**src/rtl/booth_pkg.sv**
```systemverilog
// Shared types and helpers for the radix-4 Booth multiplier.
package booth_pkg;

    typedef enum logic [1:0] {IDLE, RUN, DONE} state_t;

    typedef enum logic [2:0] {ZERO, PM, P2M, NM, N2M} digit_t;

    // Iterations needed to retire a WIDTH+2 bit extended multiplier two bits at a time.
    function automatic int N(input int width);
        return width / 2 + 1;
    endfunction

endpackage

```
**src/rtl/booth_r4_encoder.sv**
```systemverilog
// Radix-4 Booth recoder: maps {q[i+1], q[i], q[i-1]} to a magnitude select and a negate flag.
module booth_r4_encoder
    import booth_pkg::*;
(
    input  logic [2:0] i_bits,
    output logic       o_one,
    output logic       o_two,
    output logic       o_neg
);

    digit_t w_digit;

    always_comb begin
        w_digit = ZERO;
        case (i_bits)
            3'b001, 3'b010: w_digit = PM;
            3'b011:         w_digit = P2M;
            3'b100:         w_digit = N2M;
            3'b101, 3'b110: w_digit = NM;
            default:        w_digit = ZERO;
        endcase
    end

    assign o_one = (w_digit == PM)  || (w_digit == NM);
    assign o_two = (w_digit == P2M) || (w_digit == N2M);
    assign o_neg = (w_digit == NM)  || (w_digit == N2M);

endmodule

```
**src/rtl/booth_mult_r4.sv**
```systemverilog
// Iterative radix-4 Booth multiplier, signed or unsigned per operation, two multiplier bits per cycle.
module booth_mult_r4
    import booth_pkg::*;
#(
    parameter int WIDTH = 32
) (
    input  logic                 clk,
    input  logic                 rst,
    input  logic                 start,
    input  logic [WIDTH-1:0]     M,
    input  logic [WIDTH-1:0]     Q,
    input  logic                 signed_mode,
    output logic                 busy,
    output logic                 done,
    output logic [2*WIDTH-1:0]   result
);

    localparam int NIT = N(WIDTH);
    localparam int CW  = $clog2(NIT + 1);
    localparam int AW  = WIDTH + 4;
    localparam int QW  = WIDTH + 2;

    state_t                r_state, w_next;
    logic signed [AW-1:0]  r_ac;
    logic [QW-1:0]         r_qr;
    logic [QW-1:0]         r_m;
    logic                  r_qn1;
    logic [CW-1:0]         r_cnt;
    logic                  r_done;
    logic [2*WIDTH-1:0]    r_result;

    logic                  w_one, w_two, w_neg;
    logic signed [AW-1:0]  w_m_aw, w_mag, w_addend, w_sum;

    booth_r4_encoder u_enc (
        .i_bits ({r_qr[1:0], r_qn1}),
        .o_one  (w_one),
        .o_two  (w_two),
        .o_neg  (w_neg)
    );

    // r_m is already extended, so its MSB is the correct fill for either mode.
    assign w_m_aw   = {{2{r_m[QW-1]}}, r_m};
    assign w_mag    = w_two ? (w_m_aw <<< 1) : (w_one ? w_m_aw : '0);
    assign w_addend = w_neg ? -w_mag : w_mag;
    assign w_sum    = r_ac + w_addend;

    always_comb begin
        w_next = r_state;
        case (r_state)
            IDLE:    if (start) w_next = RUN;
            RUN:     if (r_cnt == CW'(1)) w_next = DONE;
            DONE:    w_next = IDLE;
            default: w_next = IDLE;
        endcase
    end

    always_ff @(posedge clk) begin
        if (rst) begin
            r_state  <= IDLE;
            r_ac     <= '0;
            r_qr     <= '0;
            r_m      <= '0;
            r_qn1    <= 1'b0;
            r_cnt    <= '0;
            r_done   <= 1'b0;
            r_result <= '0;
        end else begin
            r_state <= w_next;
            r_done  <= 1'b0;
            case (r_state)
                IDLE: if (start) begin
                    r_ac  <= '0;
                    r_qn1 <= 1'b0;
                    r_cnt <= CW'(NIT);
                    r_m   <= signed_mode ? {{2{M[WIDTH-1]}}, M} : {2'b00, M};
                    r_qr  <= signed_mode ? {{2{Q[WIDTH-1]}}, Q} : {2'b00, Q};
                end
                RUN: begin
                    // Arithmetic shift right by 2 of {sum, QR, Qn1}.
                    r_ac  <= {{2{w_sum[AW-1]}}, w_sum[AW-1:2]};
                    r_qr  <= {w_sum[1:0], r_qr[QW-1:2]};
                    r_qn1 <= r_qr[1];
                    r_cnt <= r_cnt - CW'(1);
                end
                DONE: begin
                    r_result <= {r_ac[WIDTH-3:0], r_qr};
                    r_done   <= 1'b1;
                end
                default: ;
            endcase
        end
    end

    assign busy   = (r_state != IDLE);
    assign done   = r_done;
    assign result = r_result;

endmodule

```
**config.mk**
```make
export PLATFORM = sky130hd
export DESIGN_NAME = booth_mult_r4
export DESIGN_NICKNAME = d
export VERILOG_FILES = /design/src/rtl/booth_pkg.sv /design/src/rtl/booth_r4_encoder.sv /design/src/rtl/booth_mult_r4.sv
export SDC_FILE = /design/constraint.sdc
export NUM_CORES = 1
export LEC_CHECK = 0
export BUFFER_PORTS_ARGS = -buffer_cell sky130_fd_sc_hd__buf_2
export CAP_MARGIN = 20
export CORE_ASPECT_RATIO = 0.9
export CORE_MARGIN = 3
export CORE_UTILIZATION = 50
export CTS_CLUSTER_DIAMETER = 50
export DETAILED_ROUTE_END_ITERATION = 7
export GPL_ROUTABILITY_DRIVEN = 0
export PLACE_DENSITY = 0.75
export SLEW_MARGIN = 15
export SYNTH_ARGS = -nofsm -noshare
export SYNTH_HDL_FRONTEND = slang
export SYNTH_SLANG_ARGS = --single-unit
```
**constraint.sdc**
```tcl
create_clock -name clk -period 7.2 [get_ports clk]
set_input_delay 0.36 -clock clk [delete_from_list [all_inputs] [get_ports clk]]
set_output_delay 0.36 -clock clk [all_outputs]
set_load 0.01 [all_outputs]
```
==> results of run 1 <==
-- cells by family after synthesis --
| family | share of synthesized area |
|---|---|
| and+or+nand+nor | 0.233 |
| AOI/OAI and AO/OA | 0.257 |
| DFF | 0.356 |
| buffers and inverters | 0.0443 |
| xor gates and xnor gates | 0.0465 |
| adders and majority gates | 0.0570 |
| muxes | 0.00626 |
-- layout make-up --
type	count	area share
well taps	245	0.0275
repair buffers	144	0.0674
clock inverters	15	0.0163
clock buffers	17	0.0382
flip-flops and latches	174	0.313
multi-input cells	1016	0.530
inverters	22	0.00741
-- flip-flops by register name, indices dropped and copies added (netlist names) --
| register | flops |
|---|---|
| done | 1 |
| r_ac | 34 |
| r_cnt | 5 |
| r_m | 33 |
| r_qn1 | 1 |
| r_qr | 34 |
| r_state | 2 |
| result | 64 |
-- cell usage in the layout (no fill, tap or decap), drive strengths merged, types with 5 or more instances in the layout --
master / n
o21ai: 53
nor2b: 10
nor2: 62
nand2b: 8
and3: 25
xnor2: 26
nor3: 24
o31ai: 6
xor2: 26
a21oi: 215
inv: 27
buf: 144
clkinv: 5
o22ai: 9
a31oi: 26
a22oi: 33
ha: 43
dfxtp: 174
nand3: 43
and2: 5
nand2: 292
o21a: 5
or4: 6
o211ai: 6
a32o: 5
a21o: 11
a211oi: 9
clkbuf: 17
or3: 10
-- worst max-delay path, cell delays in order, from the launching register on --
cell and delay, ns:
dfxtp_1 0.41, inv_1 0.09, ha_1 0.23, nor2_2 0.40, nand2_4 0.37, and3_1 0.31, a21oi_1 0.16, ha_1 0.20
nor4b_2 0.24, and3_1 0.41, a21oi_1 0.13, xnor2_1 0.15, ha_1 0.34, and3_1 0.18, a221o_1 0.38, a311oi_1 0.27
a21oi_1 0.17, o311ai_1 0.39, nand3_1 0.16, a31o_1 0.24, mux2_4 0.25
-- report_power, final --
part / internal (mW) / switching (mW) / leakage [nW]
Clock: 0.524 / 0.431 / 0.289
Combinational: 0.155 / 0.279 / 2.79
Sequential: 1.00 / 0.0473 / 1.41
Total: 1.68 / 0.757 / 4.50
-- how the worst max path moves through the flow --
stage / startpoint / to / slack [ns] / depth (start not counted)
2_1_floorplan: r_qr[0] / r_ac[34] / 2.17 / 23
3_3_place_gp: r_qr[0] / r_ac[32] / 1.94 / 20
3_5_place_dp: r_qr[0] / r_ac[34] / 1.66 / 20
4_1_cts: r_qr[0] / r_ac[34] / 1.65 / 20
5_1_grt: r_qr[0] / r_ac[34] / 1.10 / 20
6_report: r_qr[0] / r_ac[34] / 1.60 / 20
-- per-stage QoR --
step                instances  area, um2  power, mW  hold slack, ns
floorplan                1296       9800       1.39           0.430
global placement         1601      10500       1.49           0.439
detailed placement       1601      10500       1.50           0.443
CTS                      1633      11100       2.44           0.148
global route             1633      11100       2.55           0.153
finish                   1633      11100       2.44           0.155
-- layer usage --
layer,up-vias,track usage
met2,353,0.341
met1,4387,0.361
met4,0,0.0572
met5,-,0
li1,4744,-
met3,26,0.0505
-- cells in the mapped netlist, types with 3 or more instances --
library cell | count | area share
nor3_1 | 24 | 0.012
and3_1 | 25 | 0.016
dfxtp_1 | 174 | 0.36
nor2_1 | 59 | 0.023
nand2_1 | 291 | 0.11
nand2b_1 | 8 | 0.0051
buf_4 | 3 | 0.0023
nor3b_1 | 4 | 0.0031
a31oi_1 | 26 | 0.017
nand3_1 | 43 | 0.022
a211oi_1 | 9 | 0.0069
o21a_1 | 5 | 0.0038
xnor2_1 | 26 | 0.023
or4_1 | 4 | 0.0031
nor4_1 | 3 | 0.0019
nor2b_1 | 10 | 0.0064
a21oi_1 | 214 | 0.11
o21ai_0 | 44 | 0.022
inv_1 | 22 | 0.0084
a22oi_1 | 33 | 0.025
o41ai_4 | 3 | 0.0084
o2111ai_1 | 4 | 0.0036
buf_1 | 10 | 0.0038
ha_1 | 43 | 0.055
a21boi_0 | 3 | 0.0023
a21o_1 | 11 | 0.0084
o211ai_1 | 6 | 0.0046
o31a_1 | 3 | 0.0027
o21ai_1 | 9 | 0.0046
and2_1 | 5 | 0.0032
xor2_1 | 26 | 0.023
a32o_1 | 5 | 0.0051
buf_6 | 3 | 0.0034
or3_1 | 9 | 0.0057
clkbuf_1 | 66 | 0.025
o22ai_1 | 8 | 0.0051
o31ai_1 | 4 | 0.0031
==> results.md, run 1 <==
* Run status: finished clean
* Initial antenna violation count at 0
* Met2 wire len at about 11 mm
* TritonCTS clock tree: yes
* Share of layout cells above drive strength 1 at 0.148
* Distinct cells, synth at between 70 and 80
* Critical Path AT at between 5 and 6 ns
* Clk_lat worst skew at between 0.4 and 0.5 ns
* Vias in the first global route at roughly 8600
* Root Driver: clkbuf_16
* Buffers added on ports at about 130
* Worst R2R Setup Slack at around 1.6 ns
* Hold_buf cts at 0
* CTS sink cnt at 174
* WL met3 at 2.10 mm
* Achievable Freq at roughly 0.18 GHz
* Max Buffers Root-to-Sink at 2
* GRT Util Overall at 0.237
* Synth Flop Type: dfxtp_1
* Worst-margin pin slew at between 0.9 and 1 ns
* Syn. warnings at 0
* Post-cts sizing count at 0
* Final Cycle Share at 0.777
* Hold endpoint: r_m[22]
* Largest net degree at the start of global routing at 81
* WS Path Type: reg -> reg
* Cell Area, Synth at roughly 0.0098 mm2
* Max Transition Viols Final at 0
* Iter 0 DRT Violations at 827
* Reg2reg end: r_ac[34]
* Clock skew at 0.0117 ns
* RSZ-0062 raised after global routing: false
* Starting density of the core at 0.521
* Worst hold start: M[22]
* Count of final hold-check violations at 0
* Dpl ws at about 1.7 ns
* Overflow after GRT at 0
* Multi-input logic area at 0.00591 mm2
* Final Core Density at 0.592
* Sequential fraction of the synthesis area at 0.356
* Met1 WL at 12.6 mm
* Routed Antenna Nets at 0
* NumNets Final at between 1000 and 1500
* Hold Path Cell Cnt at 3
* Routed vias/inst at between 5 and 6
* Number of setup buffers added after CTS at 0
* WP data required at 7.52 ns
* Leakage at 4.50 nW
* Critical Path Fanout Max at between 40 and 50
* Flops & latches, synth at 174
* Mapped Cells at 1296
* DR WL/cell at 15.9 um
* HPWL after detailed placement at between 15 and 20 mm
* Peak VDD IR at between 0.15 and 0.2 mV
* Asr flop ratio synth at 0
* Post-synth EDFFs at 0
* Routed WL at between 20 and 30 mm
* # setup viols final at 0
* Synth Net Count at 1408
* Pwr dens at approximately 220 mW/mm2
* Core area at 0.0188 mm2
* IO Pins at roughly 130
* Site Rows at 47
* Die Span Y at 139 um
* Antenna diodes at 0
* Reg area at 0.00348 mm2
* Min Clock Period, post-route at ~5.6 ns
* MaxCap Viol Count at 0
* Cts bufs inserted at 17
* Slew HR at 0.339
* Die ar. at approximately 0.021 mm2
* Mean area per synthesized cell at around 7.6 um2
* Worst R2R Start: r_qr[0]
* Worst r2r path cells at 20
* DIE WIDTH at around 150 um
* DRT Pass-1 Iters at 7
* HP Class: in -> reg
* Crit path setup slack, layout at roughly 1.6 ns
* Crit start category: flop
* Fillers at roughly 1800
* Top Layer Used: met4
* DR vias at 9510
* Crit. End Element: flop
* Clk slew on worst S/H paths at 0.08 ns
* First-pass GRT wire length at about 43 mm
* H-tree Lvls at 4
* Area Overhead vs Synth at 13.7%
* DR DRC count at 0
* Setup TNS at 0 ns
Note: power is estimated with default switching activity, not from simulation.
==> inputs of run 2 (changes only) <==
--- a/config.mk
+++ b/config.mk
@@ -5,6 +5,7 @@
 export SDC_FILE = /design/constraint.sdc
 export NUM_CORES = 1
 export LEC_CHECK = 0
+export ABC_AREA = 1
 export BUFFER_PORTS_ARGS = -buffer_cell sky130_fd_sc_hd__buf_2
 export CAP_MARGIN = 20
 export CORE_ASPECT_RATIO = 0.9
==> constraint.sdc (replaced) <==
create_clock -name clk -period 5.4 [get_ports clk]
set_input_delay 0.27 -clock clk [delete_from_list [all_inputs] [get_ports clk]]
set_output_delay 0.27 -clock clk [all_outputs]
set_load 0.01 [all_outputs]
==> results.md, run 2 <==
* Clock power frac at 0.383 (was 0.392)
* Fillers at 1860 (was 1765)
* Overflow after GRT at 0 (unchanged)
* Adder-Cell Fraction of Synth Area at 0.0559 (was 0.0570)
* Max Buffers Root-to-Sink at 2 (unchanged)
* # setup viols final at 0 (unchanged)
* P_int at 2.24 mW (was 1.68 mW)
* Synth top cells by count: nand2_1, nor2_1, dfxtp_1 (was nand2_1, a21oi_1, dfxtp_1)
* Run status: finished clean (unchanged)
* Share of layout cells above drive strength 1 at 0.147 (was 0.148)
* Net Switching at 1.02 mW (was 0.757 mW)
* Largest net degree at the start of global routing at 75 (was 81)
* Compound-Gate Fraction of Synth Area at 0.203 (was 0.257)
* Clk_lat worst skew at 0.44 ns (about the same)
* Sequential share of power at 0.431 (was 0.430)
* Mapped Cells at 1496 (was 1296)
* Min Clock Period, post-route at 4.80 ns (was 5.60 ns)
* Dpl cells at 1822 (was 1601)
* Achievable Freq at 0.208 GHz (was 0.179 GHz)
* Crit path max-delay cell type: dfxtp_1 (unchanged)
* Synth Flop Type: dfxtp_1 (unchanged)
* Critical Path AT at 5.17 ns (was 5.92 ns)
* WS Path Type: reg -> reg (unchanged)
* Crit start category: flop (unchanged)
* NumNets Final at 1703 (was 1487)
* Vias in the first global route at 8680 (was 8563)
* Post-synth EDFFs at 0 (unchanged)
* DR vias at 9948 (was 9510)
* Die Span Y at 140 um (was 139 um)
* Starting density of the core at 0.514 (was 0.521)
* Leakage at 5.25 nW (was 4.50 nW)
* Mean area per synthesized cell at 6.67 um2 (was 7.56 um2)
* First-pass GRT wire length at 43.9 mm (was 43.1 mm)
* DRT Pass-1 Iters at 5 (was 7)
* Worst-margin pin slew at 0.881 ns (was 0.964 ns)
* DIE WIDTH at 155 um (was 154 um)
* Asr flop ratio synth at 0 (unchanged)
* Number of setup buffers added after CTS at 0 (unchanged)
* Final Cycle Share at 0.889 (was 0.777)
* Setup TNS at 0 ns (unchanged)
* TritonCTS clock tree: yes (unchanged)
* Routed WL at 26.9 mm (was 26.0 mm)
* Sequential fraction of the synthesis area at 0.349 (was 0.356)
* Cts bufs inserted at 17 (unchanged)
* Crit path setup slack, layout at 0.599 ns (was 1.60 ns)
* DR DRC count at 0 (unchanged)
* Iter 0 DRT Violations at 897 (was 827)
* Combinational share of power at 0.186 (was 0.178)
* CTS sink cnt at 174 (unchanged)
* Slowest stage delay, CP at 0.39 ns (was 0.41 ns)
* Post-Synth Simple-Gate Area at 0.286 (was 0.233)
* WHS at 0.0871 ns (was 0.155 ns)
* Post-synthesis xor/xnor area fraction at 0.0263 (was 0.0465)
* Most frequent cells in the layout: nand2_1, nor2_1, dfxtp_1 (was nand2_1, a21oi_1, dfxtp_1)
* CP top delay family: simple AND/OR/NAND/NOR gates (unchanged)
* Sw frac at 0.312 (was 0.310)
* Initial antenna violation count at 0 (unchanged)
* Tot Pwr at 3.26 mW (was 2.44 mW)
* Largest family of logic cells by synthesized area: simple AND/OR/NAND/NOR gates (was compound AO/OA/AOI/OAI gates)
* HPWL after detailed placement at 19.6 mm (was 18.2 mm)
* Flops & latches, synth at 174 (unchanged)
* Slew HR at 0.413 (was 0.339)
* Top cells by area, synth: dfxtp_1, nand2_1, nor2_1 (was dfxtp_1, nand2_1, a21oi_1)
* Non-filler cells, final at 1854 (was 1633)
* Syn. warnings at 0 (unchanged)
* Crit. End Element: flop (unchanged)
* Clk slew on worst S/H paths at 0.08 ns (about the same)
* Die ar. at 0.0217 mm2 (was 0.0213 mm2)
* Pwr dens at 287 mW/mm2 (was 219 mW/mm2)
* Area Overhead vs Synth at 14.0% (was 13.7%)
* Buffers added on ports at 133 (unchanged)
* Antenna diodes at 0 (unchanged)
* GRT Util Overall at 0.243 (was 0.237)
* MaxCap Viol Count at 0 (unchanged)
* DR WL/cell at 14.5 um (was 15.9 um)
* Cell Area, Synth at 0.00998 mm2 (was 0.00980 mm2)
* Clock skew at 0.0151 ns (was 0.0117 ns)
* Peak VDD IR at 0.196 mV (was 0.194 mV)
* IO Pins at 134 (unchanged)
* Leading area contributor after synthesis: dfxtp_1 (unchanged)
* H-tree Lvls at 4 (unchanged)
* Root Driver: clkbuf_16 (unchanged)
* WP data required at 5.77 ns (was 7.52 ns)
* Core area at 0.0194 mm2 (was 0.0188 mm2)
* Max FFs per register at 64 (unchanged)
* Routed vias/inst at 5.37 (was 5.82)
* Most common cell after layout, fill and taps aside: nand2_1 (unchanged)
* Dpl ws at 0.631 ns (was 1.66 ns)
* Top cell type's share of synthesized area at 0.349 (was 0.356)
* Max Transition Viols Final at 0 (unchanged)
* WP buf/inv at 5 (was 1)
* Synth Net Count at 1608 (was 1408)
* Mux cell area share after synthesis at 0 (was 0.00626)
* Count of final hold-check violations at 0 (unchanged)
* HP Class: in -> reg (unchanged)
* Count leader, synth: nand2_1 (unchanged)
* Critical Path Fanout Max at 19 (was 43)
* Routed Antenna Nets at 0 (unchanged)
* Site Rows at 48 (was 47)
* RSZ-0062 raised after global routing: false (unchanged)
* Distinct cells, synth at 43 (was 75)
-- run 2: cell types whose count changed after synthesis, sizes merged, moves of 11 or more --
cell   before  now
nand4       1   27
buf        18    7
a21oi     215  132
and3       25    0
o21ai      53  164
inv        22  133
nand2     292  321
xor2       26   12
nor2       62  256
a22oi      33    7
nor3       24    6
-- run 2: routing by layer --
metal  up-vias  share of wire  global-route usage
met5         -              0                   0
met4         0          0.011              0.0460
met1      4459           0.49               0.360
met2       332           0.43               0.370
met3        23          0.066              0.0476
li1       5134              -                   -
-- run 2: stage by stage --
| stage | util | area [um2] |
|---|---|---|
| CTS | 0.586 | 11400 |
| finish | 0.586 | 11400 |
| floorplan | - | 9980 |
| global route | 0.586 | 11400 |
| global placement | 0.555 | 10800 |
| detailed placement | 0.556 | 10800 |
-- run 2: cell families (layout without fill, tap and decap cells) --
family,after synthesis,after routing
compound gates,370,370
xor+xnor,30,30
fa+ha+maj,44,44
buf+inv,203,311
flops,174,174
simple gates,675,675
-- run 2: power by group through the flow --
| stage | combinational [mW] | clock [mW] | sequential, mW |
|---|---|---|---|
| 4_1_cts | 0.601 | 1.26 | 1.41 |
| 5_1_grt | 0.683 | 1.32 | 1.41 |
| 2_1_floorplan | 0.444 | 0 | 1.42 |
| 6_report | 0.607 | 1.25 | 1.41 |
| 3_5_place_dp | 0.599 | 0 | 1.43 |
| 3_3_place_gp | 0.585 | 0 | 1.43 |
-- run 2: timing repair --
action                                  4_1_cts  5_1_grt
endpoints found under the setup margin        0        1
resized for setup                             0        1
hold buffers                                  0        0
-- run 2: worst register-to-register path: cells and delay by family (launching register included) --
kind / cells / cell delay [ns]
compound gates: 7 / 1.30
simple gates: 12 / 1.41
flops: 1 / 0.39
xor+xnor: 1 / 0.33
fa+ha+maj: 3 / 0.80
buf+inv: 5 / 0.50
-- run 2: area by class of cell --
class	instances	area (um2)	area share
clock buffers	21	470	0.0414
clock inverters	11	120	0.0106
inverters	133	499	0.0439
multi-input cells	1119	5710	0.502
flip-flops and latches	174	3480	0.306
well taps	250	313	0.0275
repair buffers	146	778	0.0684
-- run 2: worst paths after layout --
kind / startpoint / endpoint / slack, ns / cells past startpoint
min: M[7] / r_m[7] / 0.09 / 3
max reg2reg: r_qr[0] / r_ac[31] / 0.60 / 28
max: r_qr[0] / r_ac[31] / 0.60 / 28
min reg2reg: r_qr[10] / result[10] / 0.47 / 2
